[config.mk]
export PLATFORM = sky130hd
export DESIGN_NAME = sprite_layer_arbiter
export DESIGN_NICKNAME = d
export VERILOG_FILES = /design/src/rtl/sprite_pkg.sv /design/src/rtl/sprite_priority_mux.sv /design/src/rtl/sprite_layer_arbiter.sv
export SDC_FILE = /design/constraint.sdc
export NUM_CORES = 1
export LEC_CHECK = 0
export CELL_PAD_IN_SITES_DETAIL_PLACEMENT = 0
export CELL_PAD_IN_SITES_GLOBAL_PLACEMENT = 2
export CORE_MARGIN = 3
export CORE_UTILIZATION = 25
export DETAILED_ROUTE_END_ITERATION = 8
export PLACE_DENSITY_LB_ADDON = 0.1
export SYNTH_ARGS = -nofsm -noshare
export SYNTH_HDL_FRONTEND = slang
export SYNTH_SLANG_ARGS = --single-unit
[constraint.sdc]
create_clock -name i_clk -period 3.2 [get_ports i_clk]
set_input_delay 0.8 -clock i_clk [delete_from_list [all_inputs] [get_ports i_clk]]
set_output_delay 0.8 -clock i_clk [all_outputs]
set_load 0.05 [all_outputs]
[src/rtl/sprite_pkg.sv]
// Shared types and widths for the sprite layer arbiter and its priority mux.
package sprite_pkg;

  localparam int SPRITE_POS_W  = 16;
  localparam int RGB_W         = 8;
  localparam int N_SPRITES_DEF = 4;

  typedef struct packed {
    logic [RGB_W-1:0] r;
    logic [RGB_W-1:0] g;
    logic [RGB_W-1:0] b;
  } rgb_t;

  typedef enum logic {
    ACCEPT = 1'b0,
    COMMIT = 1'b1
  } arb_state_t;

endpackage

[src/rtl/sprite_priority_mux.sv]
// Combinational lowest-index-wins select of a sprite colour from the masked hit
// vector; falls back to the background colour when nothing hits.
module sprite_priority_mux
  import sprite_pkg::*;
#(
  parameter int          N_SPRITES = N_SPRITES_DEF,
  parameter logic [23:0] BG_RGB    = 24'h000000
) (
  input  logic [N_SPRITES-1:0]       hit_mask_i,
  input  logic [RGB_W*N_SPRITES-1:0] red_i,
  input  logic [RGB_W*N_SPRITES-1:0] green_i,
  input  logic [RGB_W*N_SPRITES-1:0] blue_i,
  output rgb_t                       rgb_o
);

  always_comb begin
    // NOTE: the default is assigned before any condition so every path drives
    // rgb_o and no latch is inferred.
    rgb_o = BG_RGB;
    // Scanning from the top index down lets the lowest set index overwrite last.
    for (int k = N_SPRITES - 1; k >= 0; k--) begin
      if (hit_mask_i[k]) begin
        rgb_o = '{r: red_i[RGB_W*k +: RGB_W],
                  g: green_i[RGB_W*k +: RGB_W],
                  b: blue_i[RGB_W*k +: RGB_W]};
      end
    end
  end

endmodule

[src/rtl/sprite_layer_arbiter.sv]
// Per-frame sprite position owner with vsync-committed double buffering, plus a
// registered per-pixel priority compositor.
module sprite_layer_arbiter
  import sprite_pkg::*;
#(
  parameter int          N_SPRITES = N_SPRITES_DEF,
  parameter logic [23:0] BG_RGB    = 24'h000000
) (
  input  logic                              i_clk,
  input  logic                              i_rst_n,
  input  logic                              i_v_sync,
  input  logic                              i_de,
  input  logic [N_SPRITES-1:0]              i_hit,
  input  logic [RGB_W*N_SPRITES-1:0]        i_red,
  input  logic [RGB_W*N_SPRITES-1:0]        i_green,
  input  logic [RGB_W*N_SPRITES-1:0]        i_blue,
  input  logic                              i_wr_valid,
  output logic                              o_wr_ready,
  input  logic [7:0]                        i_wr_idx,
  input  logic [SPRITE_POS_W-1:0]           i_wr_x,
  input  logic [SPRITE_POS_W-1:0]           i_wr_y,
  input  logic                              i_wr_en,
  output logic [SPRITE_POS_W*N_SPRITES-1:0] o_sprite_x,
  output logic [SPRITE_POS_W*N_SPRITES-1:0] o_sprite_y,
  output logic [N_SPRITES-1:0]              o_sprite_en,
  output logic [RGB_W-1:0]                  o_red,
  output logic [RGB_W-1:0]                  o_green,
  output logic [RGB_W-1:0]                  o_blue,
  output logic                              o_valid,
  output logic [15:0]                       o_frame_cnt
);

  arb_state_t state_q, state_d;
  logic       vs_q;
  logic       vs_rise;
  logic       wr_ready;
  logic       wr_fire;
  logic       commit;

  logic [N_SPRITES-1:0][SPRITE_POS_W-1:0] sh_x_q, sh_y_q, act_x_q, act_y_q;
  logic [N_SPRITES-1:0]                   sh_en_q, act_en_q, dirty_q;

  logic [15:0] frame_cnt_q;
  rgb_t        rgb_d, rgb_q;
  logic        valid_q;

  assign vs_rise = i_v_sync & ~vs_q;
  assign wr_fire = i_wr_valid & wr_ready;

  always_comb begin
    state_d  = state_q;
    wr_ready = 1'b0;
    commit   = 1'b0;
    unique case (state_q)
      ACCEPT: begin
        wr_ready = 1'b1;
        if (vs_rise) state_d = COMMIT;
      end
      COMMIT: begin
        commit  = 1'b1;
        state_d = ACCEPT;
      end
      default: state_d = ACCEPT;
    endcase
  end

  // NOTE: sequential state uses non-blocking assignments only, so every
  // register samples pre-edge values regardless of process ordering.
  always_ff @(posedge i_clk or negedge i_rst_n) begin
    if (!i_rst_n) begin
      state_q     <= ACCEPT;
      vs_q        <= 1'b0;
      frame_cnt_q <= '0;
    end else begin
      state_q <= state_d;
      vs_q    <= i_v_sync;
      if (commit) frame_cnt_q <= frame_cnt_q + 16'd1;
    end
  end

  // NOTE: the shadow and active banks are a handful of flops, not a RAM, and
  // must come up at zero, so they sit inside the async reset.
  // Out-of-range indices match no k, which drops the write with no side effect.
  always_ff @(posedge i_clk or negedge i_rst_n) begin
    if (!i_rst_n) begin
      sh_x_q   <= '0;
      sh_y_q   <= '0;
      sh_en_q  <= '0;
      dirty_q  <= '0;
      act_x_q  <= '0;
      act_y_q  <= '0;
      act_en_q <= '0;
    end else begin
      if (commit) dirty_q <= '0;
      for (int k = 0; k < N_SPRITES; k++) begin
        if (wr_fire && i_wr_idx == 8'(k)) begin
          sh_x_q[k]  <= i_wr_x;
          sh_y_q[k]  <= i_wr_y;
          sh_en_q[k] <= i_wr_en;
          dirty_q[k] <= 1'b1;
        end
        if (commit && dirty_q[k]) begin
          act_x_q[k]  <= sh_x_q[k];
          act_y_q[k]  <= sh_y_q[k];
          act_en_q[k] <= sh_en_q[k];
        end
      end
    end
  end

  sprite_priority_mux #(
    .N_SPRITES (N_SPRITES),
    .BG_RGB    (BG_RGB)
  ) u_mux (
    .hit_mask_i (i_hit & act_en_q),
    .red_i      (i_red),
    .green_i    (i_green),
    .blue_i     (i_blue),
    .rgb_o      (rgb_d)
  );

  // Loaded every cycle; with i_de low the colour is still well defined.
  always_ff @(posedge i_clk or negedge i_rst_n) begin
    if (!i_rst_n) begin
      rgb_q   <= BG_RGB;
      valid_q <= 1'b0;
    end else begin
      rgb_q   <= rgb_d;
      valid_q <= i_de;
    end
  end

  assign o_wr_ready  = wr_ready;
  assign o_sprite_x  = act_x_q;
  assign o_sprite_y  = act_y_q;
  assign o_sprite_en = act_en_q;
  assign o_red       = rgb_q.r;
  assign o_green     = rgb_q.g;
  assign o_blue      = rgb_q.b;
  assign o_valid     = valid_q;
  assign o_frame_cnt = frame_cnt_q;

endmodule

* Word-level counts from Yosys, hierarchy flattened
Index checks and enable logic that the tools add are counted.
** Operators by class
- Add/sub/neg operators :: 1
- Multipliers :: 0
- Div/mod/pow operators :: 0
- $lt $le $gt $ge :: 0
- Eq/ne operators :: 3
- Shifts and indexed selects :: 0
- Mux-type cells :: 13
- Bitwise logic cells :: 5
- Reduce and logical (&&, ||, !) cells :: 13
** Operator list (number)
- $mux W24 :: 4
- $add A16 B1 Y16 const B :: 1
- $eq A8 B2 Y1 const B :: 2
- $eq A8 B1 Y1 const B :: 1
- $logic_and A1 B1 Y1 :: 8
- $logic_not A8 Y1 :: 1
- $reduce_bool A2 Y1 :: 4
- $mux W1 :: 7
- $and A4 B4 Y4 :: 1
- $mux W4 :: 1
- $and A1 B1 Y1 :: 2
- $not A1 Y1 :: 2
- $pmux W1 S2 :: 1
** Word-level totals
- Flip-flop bits (word level) :: 311
- Latch bits :: 0
- Bits in writable memories :: 0
- Memory bits (read-only) :: 0
- Input port bits :: 146
- Output and inout port bits :: 174
- Memories kept :: 0

* Longest topological paths before layout
- Word-level depth :: 5
- Mapped depth :: 6

* By module
A second synthesis with hierarchy kept.
** Second synthesis, totals
- Cells, all modules :: 762
- Area total of the unflattened synthesis :: 11970.2 um^2
** Modules (own cells, without submodules)
- sprite_layer_arbiter :: instances 1, cells each 672, area each 11368.4 um^2, sequential area each 7782.5 um^2
- sprite_priority_mux :: instances 1, cells each 90, area each 601.8 um^2, sequential area each 0.0 um^2

* Worst setup path after synthesis
No wires, ideal clock.
- Path kind :: input -> register
- From :: input i_wr_idx[5]
- To :: register sh_x_q[0] in the netlist's numbering
- Library setup time :: 0.125 ns
- Arrival :: 2.144 ns
- Data required time :: 3.075 ns
- Setup slack :: 0.931 ns
- Stages on the path :: 5
- Buffers on the path :: 2
- Cell sequence :: nor4_2 > and4bb_2 > buf_4 > buf_4 > mux2_2
** Between the ends
- Word-level cells in the longest chain between the ends :: 2
** RTL lines
- from (decl) :: RTL line sprite_layer_arbiter.sv:19 : input logic [7:0] i_wr_idx,
- $logic_not A8 Y1 :: RTL line sprite_layer_arbiter.sv:96 : if (wr_fire && i_wr_idx == 8'(k)) begin
- $logic_and A1 B1 Y1 :: RTL line sprite_layer_arbiter.sv:96
- to (signal, indexed assignment) :: RTL line sprite_layer_arbiter.sv:97 : sh_x_q[k] <= i_wr_x;
- to (decl) :: RTL line sprite_layer_arbiter.sv:40 : logic [N_SPRITES-1:0][SPRITE_POS_W-1:0] sh_x_q, sh_y_q, act_x_q, act_y_q;
Every way passes these cells.
A chain may end at the register's enable or synchronous reset.

* Worst setup path after layout
- From :: register frame_cnt_q[0], in the netlist o_frame_cnt[0]
- To :: output o_frame_cnt[0]
** RTL lines
- from (decl) :: RTL line sprite_layer_arbiter.sv:43 : logic [15:0] frame_cnt_q;
- from (signal assigned) :: RTL line sprite_layer_arbiter.sv:77 : if (commit) frame_cnt_q <= frame_cnt_q + 16'd1;
- to (decl) :: RTL line sprite_layer_arbiter.sv:30 : output logic [15:0] o_frame_cnt
No word-level cell between the ends.

==> out/results.ini <==
[clock_tree]
cts_buffer_depth=3
cts.clk_slew.worst_paths_ns=0.06
post-cts-setup-buffers=0
htreeDepth=2
clock_latency_ns=0.55
numCtsBuffers=39
hold_buffers=0
ctsResizeCount=0
clkSinkCount=311
clock-root-buffer=clkbuf_16
cts_tree=done

[run]
cap_violations=0

[die]
start_util_pct=25.3
placementRows=80
io_pins=320
die_y_um=226
dieWidth_um=226
core_um2=47800
die_area_um2=51200

[global_route]
grt_pass1_wl_mm=57.8
antenna_found_initial=5
grt_pass1_vias=8741
overflow=0
track_usage_pct=15.2
grt_max_degree=67

[timing]
setup_viol=0
final_hold_viol_count=0
setup-tns-final_ns=0
worstMarginPinSlew_ns=0.641
finalCritPeriodShare_pct=83.6
clock_skew_ns=0.0119
period_needed_ns=2.67
slew_headroom_pct=56.9
rsz0062_at_grt=false
slew_viol_final=0
timing.fmax_mhz=374

[critical_path]
startpoint=o_frame_cnt[0]
cpLargestDelayFamily=buffers and inverters
critPathRequiredTime_ns=2.40
cp-end-kind=output pin
max_stage_delay_ns=0.85
path_max_fanout=6
crit_path_start_kind=flop
rr_startpoint=state_q
cp_slowest_cell=clkdlybuf4s50_1
path_cells=clkdlybuf4s50_1
worstSetupPathType=reg2out
worstPathBufferInverterCount=1
critical_path_arrival_ns=1.87

[pwr]
p_per_area_nw_per_um2=545
power.leakage_nw=8.43
peakVddDrop_uv=297

[drt]
drt-vias-per-instance=4.47
dr.pass1.iters=6
wl_per_cell_um=21.6
ant_nets=0
drc_errors=0
drtIter0Drc=279
vias=8080
wl_mm=39.0

[placed_design]
place_hpwl_mm=26.8
dpl_cell_area_um2=16300
io_buffers=319
gp_congestion=0.750

[synthesis]
syn_nets=958
synthAdderAreaFrac_pct=0.103
synth_top_family_by_area=multiplexers
ys_warn_count=0
ys_seq_elements=311
synth.distinct_cells=26
synth_seq_area_share_pct=64.2
synthCells=811
avgSynthCellArea_um2=14.9
synth_area_um2=12100
synthSimpleGateAreaFrac_pct=4.21
post_synth_mux_area_share_pct=24.6
synth_xor_area_share_pct=1.08
synth_compound_area_share_pct=3.90

[cells_and_area]
regArea_um2=7780
fillers=4710
drive_gt1_share_pct=31.9
area_growth_pct=45.8
design_area_um2=17700
layout.nets=1307
multiInputGateArea_um2=4150

[hold_path]
hp-class=in2async

[status]
status=completed

cell usage in the layout (no fill, tap or decap):
master           count
xor2_1              10
clkinvlp_4           2
clkbuf_1             4
clkinv_8             1
clkinv_2             9
ha_1                 1
nand2_2              4
nand4_4              1
xnor2_1              5
nand2_1             33
clkbuf_8             9
buf_8                1
nor4_1               6
inv_1                7
and2_1               3
nor2_1               2
a21o_1               1
nand4_1              7
buf_4               30
a311oi_1            24
clkbuf_16           40
nor3b_1              1
nor4_2               1
nor3_1               3
buf_12               6
clkdlybuf4s50_1    318
and4bb_2             1
and3_1              24
nor4b_4              1
nand4b_4             2
diode_2              2
dfrtp_1            311
inv_6                1
bufinv_16            6
mux2_2             265
o21ai_0             51
logic make-up after synthesis:
family / count (synthesis)
AOI/OAI and AO/OA: 76
and+or+nand+nor: 89
xor gates and xnor gates: 15
DFF: 311
buffers and inverters: 54
adders and majority gates: 1
muxes: 265
cells in the mapped netlist, drive strengths merged:
library cell    n  area [µm²]
nor3            3        15.0
buf            27         129
clkbuf         20        75.1
o21ai          51         255
dfrtp         311        7780
ha              1        12.5
a311oi         24         210
nand4b          2        30.0
nand2          37         139
and2            3        18.8
nor2            2        7.51
nor4b           1        23.8
xor2           10        87.6
and3           24         150
nor4            7        50.1
inv             7        26.3
nand4           8        56.3
a21o            1        7.51
and4bb          1        12.5
nor3b           1        7.51
mux2          265        2980
xnor2           5        43.8
path summary, 6_finish.rpt:
check                            endpoint  slack (ns)  depth (start not counted)
setup / recovery           o_frame_cnt[0]        0.53                          1
hold / removal                  o_blue[4]        0.23                          1
setup reg to reg                sh_x_q[0]        1.27                          5
hold reg to reg                   state_q        0.40                          1
max in group asynchronous      dirty_q[0]        2.23                          2
min in group i_clk                state_q        0.40                          1
metal layers:
metal | vias to the layer above | GRT usage [%] | share of wire (%)
met3 | 56 | 5.72 | 9.1
met4 | 8 | 4.81 | 2.1
met2 | 246 | 23.4 | 45
li1 | 3624 | - | -
met1 | 4146 | 19.7 | 44
met5 | - | 0 | 0.11
stage by stage:
stage / total power [mW] / setup WS, ns / hold slack, ns / util (%) / cells
global route: 10.1 / 0.436 / 0.241 / 36.9 / 1807
floorplan: 4.51 / 0.931 / 0.382 / - / 811
CTS: 9.86 / 0.457 / 0.228 / 36.9 / 1806
detailed placement: 4.99 / 0.334 / 0.399 / 34.0 / 1734
finish: 9.64 / 0.526 / 0.234 / 37.0 / 1808
global placement: 4.98 / 0.341 / 0.392 / 34.0 / 1734
power by group:
group          switching, mW  leakage, nW  internal [mW]  total, mW
Clock                   1.75        0.694           2.99       4.74
Combinational          0.408         3.43          0.350      0.758
Sequential            0.0903         4.31           4.05       4.14
layout make-up:
| class | instances | area share, % |
|---|---|---|
| flip-flops and latches | 311 | 44.0 |
| multi-input cells | 446 | 23.5 |
| repair buffers | 355 | 20.0 |
| clock buffers | 53 | 6.45 |
| well taps | 615 | 4.35 |
| clock inverters | 19 | 1.50 |
| inverters | 7 | 0.149 |
| diodes | 2 | 0.0283 |
sequential cells by signal (all words and copies together) (netlist names):
name	cells
vs_q	1
sh_y_q	64
sh_en_q	4
o_sprite_en	4
o_red	8
o_blue	8
sh_x_q	64
state_q	1
o_sprite_x	64
dirty_q	4
o_sprite_y	64
o_valid	1
o_frame_cnt	16
o_green	8
Note: power is estimated with default switching activity, not from simulation.
